## config.mk

```make
export PLATFORM = sky130hd
export DESIGN_NAME = burst_io_flat
export DESIGN_NICKNAME = d
export VERILOG_FILES = /design/src/rtl/burst_io_pkg.sv /design/src/rtl/burst_io_if.sv /design/src/rtl/burst_io_addr_gen.sv /design/src/rtl/burst_io.sv /design/src/flat_wrapper.sv
export SDC_FILE = /design/constraint.sdc
export NUM_CORES = 1
export LEC_CHECK = 0
export ABC_AREA = 1
export BUFFER_PORTS_ARGS = -buffer_cell sky130_fd_sc_hd__buf_2
export CAP_MARGIN = 10
export CORE_ASPECT_RATIO = 1.25
export CORE_MARGIN = 2
export CORE_UTILIZATION = 40
export CTS_CLUSTER_DIAMETER = 40
export DETAILED_ROUTE_END_ITERATION = 16
export GPL_TIMING_DRIVEN = 0
export HOLD_SLACK_MARGIN = 0.05
export PLACE_DENSITY_LB_ADDON = 0.05
export SYNTH_ARGS = -nofsm -noshare
export SYNTH_HDL_FRONTEND = slang
export SYNTH_HIERARCHICAL = 1
export SYNTH_SLANG_ARGS = --single-unit
```

## constraint.sdc

```tcl
create_clock -name clk -period 2.7 [get_ports clk]
set_input_delay 0.675 -clock clk [delete_from_list [all_inputs] [get_ports clk]]
set_output_delay 0.675 -clock clk [all_outputs]
set_load 0.01 [all_outputs]
```

## src/rtl/burst_io_pkg.sv

```systemverilog
// Shared types and helpers for the burst_io register/RAM transfer engine.
// Holds the FSM encoding, RAM direction codes and lane/count width helpers.
package burst_io_pkg;

    localparam logic RAM_READ  = 1'b1;
    localparam logic RAM_WRITE = 1'b0;

    typedef enum logic [1:0] {
        ST_IDLE,
        ST_XFER,
        ST_DRAIN,
        ST_DONE
    } state_t;

    // Width of a lane index; never below one bit.
    function automatic int lane_bits(input int n);
        return (n > 1) ? $clog2(n) : 1;
    endfunction

    // Width able to hold a word count from 0 to n inclusive.
    function automatic int count_bits(input int n);
        return $clog2(n + 1);
    endfunction

endpackage

```

## src/rtl/burst_io_if.sv

```systemverilog
// Request, register-lane and RAM bus signals of burst_io.
// master = requester/RAM side, slave = the burst engine.
interface burst_io_if
    import burst_io_pkg::*;
#(
    parameter int addrBits = 8,
    parameter int dataBits = 16,
    parameter int numRegs  = 4
);
    localparam int LW = lane_bits(numRegs);
    localparam int CW = count_bits(numRegs);

    logic                         start;
    logic                         rw;
    logic [addrBits-1:0]          baseAddr;
    logic [LW-1:0]                firstReg;
    logic [CW-1:0]                count;
    logic [numRegs*dataBits-1:0]  regsIn;
    logic [numRegs*dataBits-1:0]  regsOut;
    logic                         busy;
    logic                         done;
    logic                         error;
    logic [addrBits-1:0]          ramAddr;
    logic [dataBits-1:0]          ramDataIn;
    logic [dataBits-1:0]          ramDataOut;
    logic                         ramRW;

    modport master (
        output start, rw, baseAddr, firstReg, count, regsIn, ramDataOut,
        input  regsOut, busy, done, error, ramAddr, ramDataIn, ramRW
    );

    modport slave (
        input  start, rw, baseAddr, firstReg, count, regsIn, ramDataOut,
        output regsOut, busy, done, error, ramAddr, ramDataIn, ramRW
    );

endinterface

```

## src/rtl/burst_io_addr_gen.sv

```systemverilog
// Word, lane and RAM address counters for one burst.
// addr doubles as the registered ramAddr output and holds once the burst ends.
module burst_io_addr_gen
    import burst_io_pkg::*;
#(
    parameter int addrBits = 8,
    parameter int numRegs  = 4,
    localparam int LW = lane_bits(numRegs),
    localparam int CW = count_bits(numRegs)
) (
    input  logic                clk,
    input  logic                reset,
    input  logic                load,
    input  logic                adv,
    input  logic [addrBits-1:0] base,
    input  logic [LW-1:0]       first,
    input  logic [CW-1:0]       count,
    output logic [addrBits-1:0] addr,
    output logic [LW-1:0]       lane,
    output logic [LW-1:0]       lane_next,
    output logic                last
);
    logic [CW-1:0] left;

    // Address wraps naturally at 2^addrBits.
    always_ff @(posedge clk or negedge reset) begin
        if (!reset) begin
            addr <= '0;
            lane <= '0;
            left <= '0;
        end else if (load) begin
            addr <= base;
            lane <= first;
            left <= count;
        end else if (adv) begin
            addr <= addr + addrBits'(1);
            lane <= lane + LW'(1);
            left <= left - CW'(1);
        end
    end

    assign lane_next = lane + LW'(1);
    assign last      = (left == CW'(1));

endmodule

```

## src/rtl/burst_io.sv

```systemverilog
// Moves a burst of words between a RAM and a bank of top-of-stack register lanes.
// Define IO_BOUNDS_CHECK_EN to reject bursts that would run past the top of RAM.
module burst_io
    import burst_io_pkg::*;
#(
    parameter int addrBits = 8,
    parameter int dataBits = 16,
    parameter int numRegs  = 4
) (
    input  logic       clk,
    input  logic       reset,
    burst_io_if.slave  bus
);
    localparam int LW = lane_bits(numRegs);

    state_t                      state;
    logic                        busy_q, done_q, error_q, ram_rw_q, wr_q;
    logic [dataBits-1:0]         wdata_q;
    logic [numRegs*dataBits-1:0] regs_q;
    logic                        vld_p1;
    logic [LW-1:0]               lane_p1;
    logic [addrBits-1:0]         addr;
    logic [LW-1:0]               lane, lane_next;
    logic                        last;
    logic                        lane_oflow, addr_oflow, reject, load, adv;

    function automatic logic [dataBits-1:0] lane_word(
        input logic [numRegs*dataBits-1:0] v,
        input logic [LW-1:0]               k
    );
        return v[int'(k)*dataBits +: dataBits];
    endfunction

    assign lane_oflow = (int'(bus.firstReg) + int'(bus.count)) > numRegs;

`ifdef IO_BOUNDS_CHECK_EN
    logic [addrBits:0] end_sum;
    // Carry with a non-zero remainder means the last word lies past the top.
    assign end_sum    = {1'b0, bus.baseAddr} + (addrBits+1)'(bus.count);
    assign addr_oflow = end_sum[addrBits] && (end_sum[addrBits-1:0] != '0);
`else
    assign addr_oflow = 1'b0;
`endif

    assign reject = lane_oflow || addr_oflow;
    assign load   = (state == ST_IDLE) && bus.start && !reject && (bus.count != '0);
    assign adv    = (state == ST_XFER) && !last;

    burst_io_addr_gen #(
        .addrBits (addrBits),
        .numRegs  (numRegs)
    ) u_addr_gen (
        .clk       (clk),
        .reset     (reset),
        .load      (load),
        .adv       (adv),
        .base      (bus.baseAddr),
        .first     (bus.firstReg),
        .count     (bus.count),
        .addr      (addr),
        .lane      (lane),
        .lane_next (lane_next),
        .last      (last)
    );

    always_ff @(posedge clk or negedge reset) begin
        if (!reset) begin
            state    <= ST_IDLE;
            busy_q   <= 1'b0;
            done_q   <= 1'b0;
            error_q  <= 1'b0;
            ram_rw_q <= RAM_READ;
            wr_q     <= 1'b0;
            wdata_q  <= '0;
            regs_q   <= '0;
            vld_p1   <= 1'b0;
            lane_p1  <= '0;
        end else begin
            done_q  <= 1'b0;
            error_q <= 1'b0;
            vld_p1  <= 1'b0;
            // Stage p1: read data returns one cycle after its address.
            if (vld_p1)
                regs_q[int'(lane_p1)*dataBits +: dataBits] <= bus.ramDataOut;
            case (state)
                ST_IDLE: begin
                    if (bus.start) begin
                        regs_q <= bus.regsIn;
                        wr_q   <= (bus.rw == RAM_WRITE);
                        busy_q <= 1'b1;
                        if (reject || bus.count == '0) begin
                            state   <= ST_DONE;
                            done_q  <= 1'b1;
                            error_q <= reject;
                        end else begin
                            state    <= ST_XFER;
                            ram_rw_q <= bus.rw;
                            if (bus.rw == RAM_WRITE)
                                wdata_q <= lane_word(bus.regsIn, bus.firstReg);
                        end
                    end
                end
                ST_XFER: begin
                    vld_p1  <= !wr_q;
                    lane_p1 <= lane;
                    if (last) begin
                        ram_rw_q <= RAM_READ;
                        if (wr_q) begin
                            state  <= ST_DONE;
                            done_q <= 1'b1;
                        end else begin
                            state <= ST_DRAIN;
                        end
                    end else if (wr_q) begin
                        wdata_q <= lane_word(regs_q, lane_next);
                    end
                end
                ST_DRAIN: begin
                    state  <= ST_DONE;
                    done_q <= 1'b1;
                end
                ST_DONE: begin
                    state  <= ST_IDLE;
                    busy_q <= 1'b0;
                end
            endcase
        end
    end

    assign bus.regsOut   = regs_q;
    assign bus.busy      = busy_q;
    assign bus.done      = done_q;
    assign bus.error     = error_q;
    assign bus.ramAddr   = addr;
    assign bus.ramDataIn = wdata_q;
    assign bus.ramRW     = ram_rw_q;

endmodule

```

## src/flat_wrapper.sv

```systemverilog
// flat-port wrapper written by rule: the top's interface ports become plain ports
module burst_io_flat import burst_io_pkg::*;
#(
    parameter int addrBits = 8,
    parameter int dataBits = 16,
    parameter int numRegs  = 4
)
  (clk, reset, bus_start, bus_rw, bus_baseAddr, bus_firstReg, bus_count, bus_regsIn, bus_ramDataOut, bus_regsOut, bus_busy, bus_done, bus_error, bus_ramAddr, bus_ramDataIn, bus_ramRW);
  burst_io_if #(.addrBits(addrBits), .dataBits(dataBits), .numRegs(numRegs)) bus_i ();
  input  logic clk;
  input  logic reset;
  input wire logic [$bits(bus_i.start)-1:0] bus_start;
  input wire logic [$bits(bus_i.rw)-1:0] bus_rw;
  input wire logic [$bits(bus_i.baseAddr)-1:0] bus_baseAddr;
  input wire logic [$bits(bus_i.firstReg)-1:0] bus_firstReg;
  input wire logic [$bits(bus_i.count)-1:0] bus_count;
  input wire logic [$bits(bus_i.regsIn)-1:0] bus_regsIn;
  input wire logic [$bits(bus_i.ramDataOut)-1:0] bus_ramDataOut;
  output wire logic [$bits(bus_i.regsOut)-1:0] bus_regsOut;
  output wire logic [$bits(bus_i.busy)-1:0] bus_busy;
  output wire logic [$bits(bus_i.done)-1:0] bus_done;
  output wire logic [$bits(bus_i.error)-1:0] bus_error;
  output wire logic [$bits(bus_i.ramAddr)-1:0] bus_ramAddr;
  output wire logic [$bits(bus_i.ramDataIn)-1:0] bus_ramDataIn;
  output wire logic [$bits(bus_i.ramRW)-1:0] bus_ramRW;
  assign bus_i.start = bus_start;
  assign bus_i.rw = bus_rw;
  assign bus_i.baseAddr = bus_baseAddr;
  assign bus_i.firstReg = bus_firstReg;
  assign bus_i.count = bus_count;
  assign bus_i.regsIn = bus_regsIn;
  assign bus_i.ramDataOut = bus_ramDataOut;
  assign bus_regsOut = bus_i.regsOut;
  assign bus_busy = bus_i.busy;
  assign bus_done = bus_i.done;
  assign bus_error = bus_i.error;
  assign bus_ramAddr = bus_i.ramAddr;
  assign bus_ramDataIn = bus_i.ramDataIn;
  assign bus_ramRW = bus_i.ramRW;
  burst_io #(.addrBits(addrBits), .dataBits(dataBits), .numRegs(numRegs)) u_core (.clk(clk), .reset(reset), .bus(bus_i));
endmodule
```

==> metrics.md, run 1 <==
| Metric | Value |
|---|---|
| Post-cts hold buffer count | `0` |
| Crit path max-delay family | `buffers and inverters` |
| Count of state elements after synthesis | `103` |
| Final WS setup | `0.2897 ns` |
| Syn nets | `1107` |
| Reg2Reg Setup Slack | `0.29 ns` |
| Synth unique cells | `33` |
| Peak VDD IR | `between 0.5 and 0.6 mV` |
| Crit path max fanout | `13` |
| Core Util, Final | `between 50% and 60%` |
| Min Tclk post-route | `2.410 ns` |
| Sw Share | `48.49%` |
| Leak Pwr | `between 4 and 5 nW` |
| Multi-input logic area | `3346 um^2` |
| Vias in the first global route | `approximately 7400` |
| Setup crit start | `u_core/lane_p1[0]$_DFFE_PN0P_` |
| Startpoint Class | `flip-flop` |
| WP buf/inv | `3` |
| Initial antenna violation count | `0` |
| Die H | `147.7 um` |
| Clk network pwr share | `14.5%` |
| # rows | `52` |
| Post-synthesis adder-cell area fraction | `about 3%` |
| Area fraction in compound gates after synthesis | `12.08%` |
| FILL cells | `1821` |
| Fraction of layout cells with a size suffix above 1 | `21.04%` |
| Placed cell areas | `about 7800 um^2` |
| Global Route Usage Sum | `30.55%` |
| Register area share after synthesis | `about 40%` |
| Max Slew Vio Count | `0` |
| Vias per cell | `5.303` |
| Pre-CTS setup slack | `-0.1256 ns` |
| Worst r2r dst | `u_core/bus.regsOut[0]$_DFF_PN0_` |
| Worst clock skew | `0.01069 ns` |
| Starting density of the core | `40.78%` |
| Outcome | `completed` |
| Slew margin rel. | `a little over half` |
| Clk buf depth | `2` |
| Clk Latency, worst-skew pair | `0.36 ns` |
| Core ar. | `16200 um^2` |
| I/O pin cnt | `189` |
| Mux share of post-synthesis cell area | `0%` |
| Critical path class | `flip-flop to flip-flop` |
| Psw | `4.744 mW` |
| Worst R2R Path Depth | `8` |
| Post-Layout Inst Area | `a little over 8000 um^2` |
| CTS buffer count | `9` |
| Slew @ Worst Pin | `between 0.7 and 0.8 ns` |
| Area delta synth->final | `23.39%` |
| Setup crit end | `u_core/bus.regsOut[0]$_DFF_PN0_` |
| Crit-path most repeated cell | `nor2_1` |
| Worst Path Arrival | `~2.7 ns` |
| Port bufs | `188` |
| Fmax | `0.4149 GHz` |
| RSZ-0062 raised after global routing | `false` |
| Most common cell after layout, fill and taps aside | `nand2_1` |
| CTS tree | `yes` |
| Antenna Nets Post-Route | `0` |
| DR WL/cell | `about 19 um` |
| Number of diodes | `0` |
| Placer Congestion | `0.9590` |
| Synthesized area per cell | `6.640 um^2` |
| CTS root buffer | `clkbuf_16` |
| CTS H-tree depth | `3` |
| Final setup violation count | `0` |
| Simple-Gate Fraction of Synth Area | `34.91%` |
| Setup repair bufs after CTS | `0` |
| Critical Path Sink Type | `flip-flop` |
| CP max stage delay | `just over 0.5 ns` |
| Crit path cell chain | `inv_1, ha_1, inv_2, nand4_1, buf_2, nor2_1, a211oi_1, nor2_1` |
| Largest net degree at the start of global routing | `55` |
| DRC Markers | `0` |
| Crit share post-route | `89.27%` |
| 1st-iter DRT viols | `542` |
| Die Wd | `118.9 um` |
| Largest family of logic cells by synthesized area | `simple AND/OR/NAND/NOR gates` |
| Clock Pin Slew Worst Setup and Hold Paths | `0.08 ns` |
| CP Depth | `8` |
| GR Overflow Total | `0` |
| Combinational Power Share | `53.7%` |
| Synth warn | `6` |
| Hold Path Class | `input pin to async pin` |
| Flop pwr share | `31.7%` |
| Mapped Area | `between 6000 and 7000 um^2` |
| DP HPWL | `21070 um` |
| Final #Nets | `roughly 1300` |
| Most frequent cells in the layout | `346 x nand2_1, 209 x buf_2, 108 x nand3_1` |
| Max-cap violations | `0` |
| Routed WL | `around 27000 um` |
| Hold Vio Cnt, Final | `0` |
| Pre-Repair DR Iteration Count | `5` |
| P_int | `5.039 mW` |
| Die area | `between 15000 and 20000 um^2` |
| Via Count | `7498` |
| FF/Latch Area | `~2600 um^2` |
| WP data required | `2.94 ns` |
| Reg2reg start | `u_core/lane_p1[0]$_DFFE_PN0P_` |
| Xor/xnor share of the synthesized area | `less than 1%` |
| CTS sink cnt | `103` |
| Gate Count Post-Synth | `995` |
| Global-route wire length before repair | `40230 um` |
| Worst path slowest cell | `dfrtp_1` |
| Cell Pwr Density | `1200 nW/um^2` |
==> logic make-up (layout without fill, tap and decap cells) <==
logic type      Yosys count  after routing
fa+ha+maj                15             15
xor+xnor                  5              5
simple gates            566            566
flops                   103            103
buf+inv                 166            369
compound gates          140            140
==> Yosys cell counts <==
master    number  area share (%)
buf_6          3            0.51
nand2_1      346              20
nor2_2         1           0.095
fa_1           1            0.30
a22oi_2        3            0.57
or2_2          1           0.095
ha_1          14             2.7
o21ai_1        2            0.15
xnor2_1        5            0.66
a22oi_1        6            0.68
nand4_2        1            0.19
nor3_2         2            0.30
o21bai_1       2            0.23
clkbuf_1      23             1.3
a21oi_4        1            0.25
inv_2          3            0.17
dfstp_2        1            0.40
buf_2         22             1.7
o21ai_0        7            0.53
nand3_1      108             8.2
buf_4          3            0.34
dfrtp_1      102              39
a31o_2         1            0.13
a211oi_1       4            0.45
nand2_2        7            0.66
a31oi_1       17             1.6
nand4_1        1           0.095
o211ai_1       3            0.34
o22ai_1        1           0.095
buf_1          6            0.34
a21oi_1       93             7.0
inv_1        106             6.0
nor2_1        99             5.6
==> state kept, by name, indices dropped and copies added (netlist names) <==
| name | flops |
|---|---|
| u_core/vld_p1 | 1 |
| u_core/state | 2 |
| u_core/bus.error | 1 |
| u_core/bus.busy | 1 |
| u_core/bus.done | 1 |
| u_core/bus.ramDataIn | 16 |
| u_core/wr_q | 1 |
| u_core/bus.regsOut | 64 |
| u_core/bus.ramRW | 1 |
| u_core/u_addr_gen/lane | 2 |
| u_core/u_addr_gen/addr | 8 |
| u_core/u_addr_gen/left | 3 |
| u_core/lane_p1 | 2 |
==> power by group through the flow <==
stage | Sequential (mW) | Clock [mW] | Combinational [mW]
3_3_place_gp | 3.13 | 0 | 5.13
4_1_cts | 3.11 | 1.45 | 5.22
6_report | 3.10 | 1.42 | 5.26
2_1_floorplan | 3.21 | 0 | 2.99
5_1_grt | 3.20 | 1.51 | 5.82
3_5_place_dp | 3.13 | 0 | 5.20
==> metal layers <==
layer  vias up  wire length (um)  global-route usage (%)
met1      3553              9898                   33.90
met2       307             13390                   53.62
met3        95              1279                   3.588
met4         0              2033                   22.68
met5         -                 0                       0
li1       3543                 -                       -
==> area by class of cell <==
cell class | instances | share of cell area [%]
plain buffers | 55 | 3.285
clock buffers | 12 | 2.901
clock inverters | 4 | 0.8903
inverters | 109 | 5.019
multi-input cells | 726 | 41.04
flip-flops and latches | 103 | 31.63
well taps | 216 | 3.315
repair buffers | 189 | 11.91
==> metrics by stage <==
step / hold WS (ns) / cells / total power, mW / TNS, ns
detailed placement: 0.4537 / 1400 / 8.336 / -1.055
global placement: 0.4531 / 1399 / 8.262 / -36.88
global route: 0.4102 / 1414 / 10.53 / 0
CTS: 0.3809 / 1416 / 9.778 / 0
floorplan: 0.3794 / 995 / 6.197 / 0
finish: 0.3574 / 1414 / 9.783 / 0
==> how the worst min path moves through the flow <==
stage                                               startpoint                              endpoint  cells after the start
after global placement    u_core/bus.ramDataIn[10]$_DFFE_PN0P_  u_core/bus.ramDataIn[10]$_DFFE_PN0P_                      2
after floorplan                                          reset           u_core/bus.busy$_DFFE_PN0P_                      0
after detailed placement  u_core/bus.ramDataIn[14]$_DFFE_PN0P_  u_core/bus.ramDataIn[14]$_DFFE_PN0P_                      2
after global routing                                     reset      u_core/bus.regsOut[58]$_DFF_PN0_                      1
final                                                    reset      u_core/bus.regsOut[58]$_DFF_PN0_                      1
after CTS                                                reset      u_core/bus.regsOut[58]$_DFF_PN0_                      1
==> what timing repair did <==
item	4_1_cts	5_1_grt
resized for setup	0	1
setup endpoints to repair	0	21
hold endpoints to repair	0	0
No activity file was read; power rests on OpenSTA's default activity.
==> run 2, diff against run 1 <==
--- a/config.mk
+++ b/config.mk
@@ -18,2 +18,3 @@
 export PLACE_DENSITY_LB_ADDON = 0.05
+export SLEW_MARGIN = 20
 export SYNTH_ARGS = -nofsm -noshare
==> constraint.sdc (replaced) <==
create_clock -name clk -period 2.6 [get_ports clk]
set_input_delay 0.52 -clock clk [delete_from_list [all_inputs] [get_ports clk]]
set_output_delay 0.52 -clock clk [all_outputs]
set_load 0.01 [all_outputs]
==> run 2 against run 1 <==
Effect of this change: flip-flop and latch count unchanged; clock power grew 4%; clock skew hardly changed; cell count unchanged; global-route usage stayed put; wire length rose by 0.15%; highest routed layer unchanged; critical path depth unchanged; fmax up 1.0%; die area did not move.
==> metrics.md, run 2 (synthesis gave the netlist of run 1 again) <==
| Metric | Value |
|---|---|
| Placer Congestion | `roughly 0.96` |
| Port bufs | `188` |
| Most common cell after layout, fill and taps aside | `nand2_1` |
| Core ar. | `16200 um^2` |
| Fraction of layout cells with a size suffix above 1 | `around a fifth` |
| Vias per cell | `5.279` |
| Placed cell count | `1400` |
| Routed WL | `26640 um` |
| Largest net degree at the start of global routing | `56` |
| Outcome | `completed` |
| Cell Pwr Density | `1247 nW/um^2` |
| Setup repair bufs after CTS | `0` |
| Final #Nets | `about 1300` |
| Via Count | `7464` |
| Crit path cell chain | `inv_1, ha_2, inv_2, nand4_1, buf_2, nor2_1, a211oi_1, nor2_1` |
| CTS sink cnt | `103` |
| Post-cts hold buffer count | `0` |
| # rows | `52` |
| Largest register FFs | `64` |
| Pre-Repair DR Iteration Count | `5` |
| Pre-CTS setup slack | `-0.07064 ns` |
| Crit share post-route | `roughly nine tenths` |
| Worst path slowest cell | `dfrtp_1` |
| Die H | `147.7 um` |
| Peak VDD IR | `0.5309 mV` |
| DR WL/cell | `~19 um` |
| Final setup violation count | `0` |
| Post-CTS Resized | `0` |
| Slew margin rel. | `56.08%` |
| Die Wd | `118.9 um` |
| 1st-iter DRT viols | `580` |
| Final WS setup | `0.2139 ns` |
| Hold Path Class | `input pin to async pin` |
| Antenna Nets Post-Route | `0` |
| Global-route wire length before repair | `40230 um` |
| CTS H-tree depth | `3` |
| CP max stage delay | `0.51 ns` |
| WP data required | `2.84 ns` |
| CTS tree | `yes` |
| Crit-path most repeated cell | `nor2_1` |
| Clock Pin Slew Worst Setup and Hold Paths | `0.08 ns` |
| Vias in the first global route | `between 7000 and 8000` |
| Worst clock skew | `0.01105 ns` |
| I/O pin cnt | `189` |
| FILL cells | `1816` |
| Area delta synth->final | `23.45%` |
| GR Overflow Total | `0` |
| Post-Layout Inst Area | `8155 um^2` |
| Max-cap violations | `0` |
| Startpoint Class | `flip-flop` |
| Leak Pwr | `4.581 nW` |
| Initial antenna violation count | `0` |
| Min Tclk post-route | `approximately 2.4 ns` |
| Clk Latency, worst-skew pair | `0.36 ns` |
| DP HPWL | `21050 um` |
| Number of diodes | `0` |
| Crit path max fanout | `13` |
| Critical path class | `flip-flop to flip-flop` |
| Fmax | `approximately 0.42 GHz` |
| Slew @ Worst Pin | `~0.66 ns` |
| Clk buf depth | `2` |
| Hold Vio Cnt, Final | `0` |
| Worst Path Arrival | `2.63 ns` |
| Global Route Usage Sum | `30.55%` |
| CTS buffer count | `9` |
| Max Slew Vio Count | `0` |
| Placed cell areas | `7851 um^2` |
| DRC Markers | `0` |
| Non-Filler Instances | `about 1400` |
| Most frequent cells in the layout | `346 x nand2_1, 209 x buf_2, 108 x nand3_1` |
| Starting density of the core | `between 40% and 50%` |
| Critical Path Sink Type | `flip-flop` |
| RSZ-0062 raised after global routing | `false` |
| CTS root buffer | `clkbuf_16` |
| Die area | `17570 um^2` |
[run 2: final timing paths]
path                                                      start                               endpoint  slack, ns  cells past startpoint
min in group clk                                bus_baseAddr[1]  u_core/u_addr_gen/addr[1]$_DFFE_PN0P_       0.37                      3
max in group asynchronous                                 reset           u_core/bus.ramRW$_DFFE_PN1P_       1.79                      2
max reg2reg                       u_core/lane_p1[0]$_DFFE_PN0P_        u_core/bus.regsOut[3]$_DFF_PN0_       0.21                      8
max                               u_core/lane_p1[0]$_DFFE_PN0P_        u_core/bus.regsOut[3]$_DFF_PN0_       0.21                      8
min                                                       reset       u_core/bus.regsOut[58]$_DFF_PN0_       0.10                      1
min reg2reg                u_core/bus.ramDataIn[14]$_DFFE_PN0P_   u_core/bus.ramDataIn[14]$_DFFE_PN0P_       0.47                      2
[run 2: through the flow]
| step | hold WS, ns | power, mW | utilization (%) | TNS (ns) |
|---|---|---|---|---|
| global route | 0.1390 | 10.94 | 50.34 | 0 |
| CTS | 0.1186 | 10.15 | 50.35 | 0 |
| finish | 0.1007 | 10.17 | 50.34 | 0 |
| detailed placement | 0.4537 | 8.656 | 48.46 | -0.5681 |
| floorplan | 0.2244 | 6.435 | - | 0 |
| global placement | 0.4531 | 8.579 | 48.25 | -30.73 |
[run 2: final cells by class]
class	count	area (um^2)	area share (%)
sequential	103	2579	31.62
inverter	109	409.1	5.017
clock buffer	12	236.5	2.900
tap	216	270.3	3.314
buffer	55	267.8	3.283
clock inverter	4	72.57	0.8898
multi-input combinational	726	3346	41.02
timing repair buffer	189	974.7	11.95
[run 2: power breakdown]
part / switching (mW) / total (mW) / internal [mW]
sequential: 0.798 / 3.22 / 2.42
clock: 0.639 / 1.48 / 0.845
combinational: 3.50 / 5.47 / 1.97
[run 2: metal layers]
metal | wire length [um] | global-route usage (%) | vias to the layer above
met3 | 1205 | 3.395 | 99
met4 | 2013 | 22.38 | 0
met5 | 0 | 0 | -
li1 | - | - | 3536
met2 | 13360 | 53.68 | 294
met1 | 10060 | 34.09 | 3535
[run 2: worst max-delay path: cells and delay by family (launching register included)]
kind	cells	cell delay, ns
flip-flops	1	0.51
AO/OA/AOI/OAI	1	0.20
AND/OR/NAND/NOR	3	0.38
adder cells (fa/ha/maj)	1	0.49
buffers and inverters	3	0.69
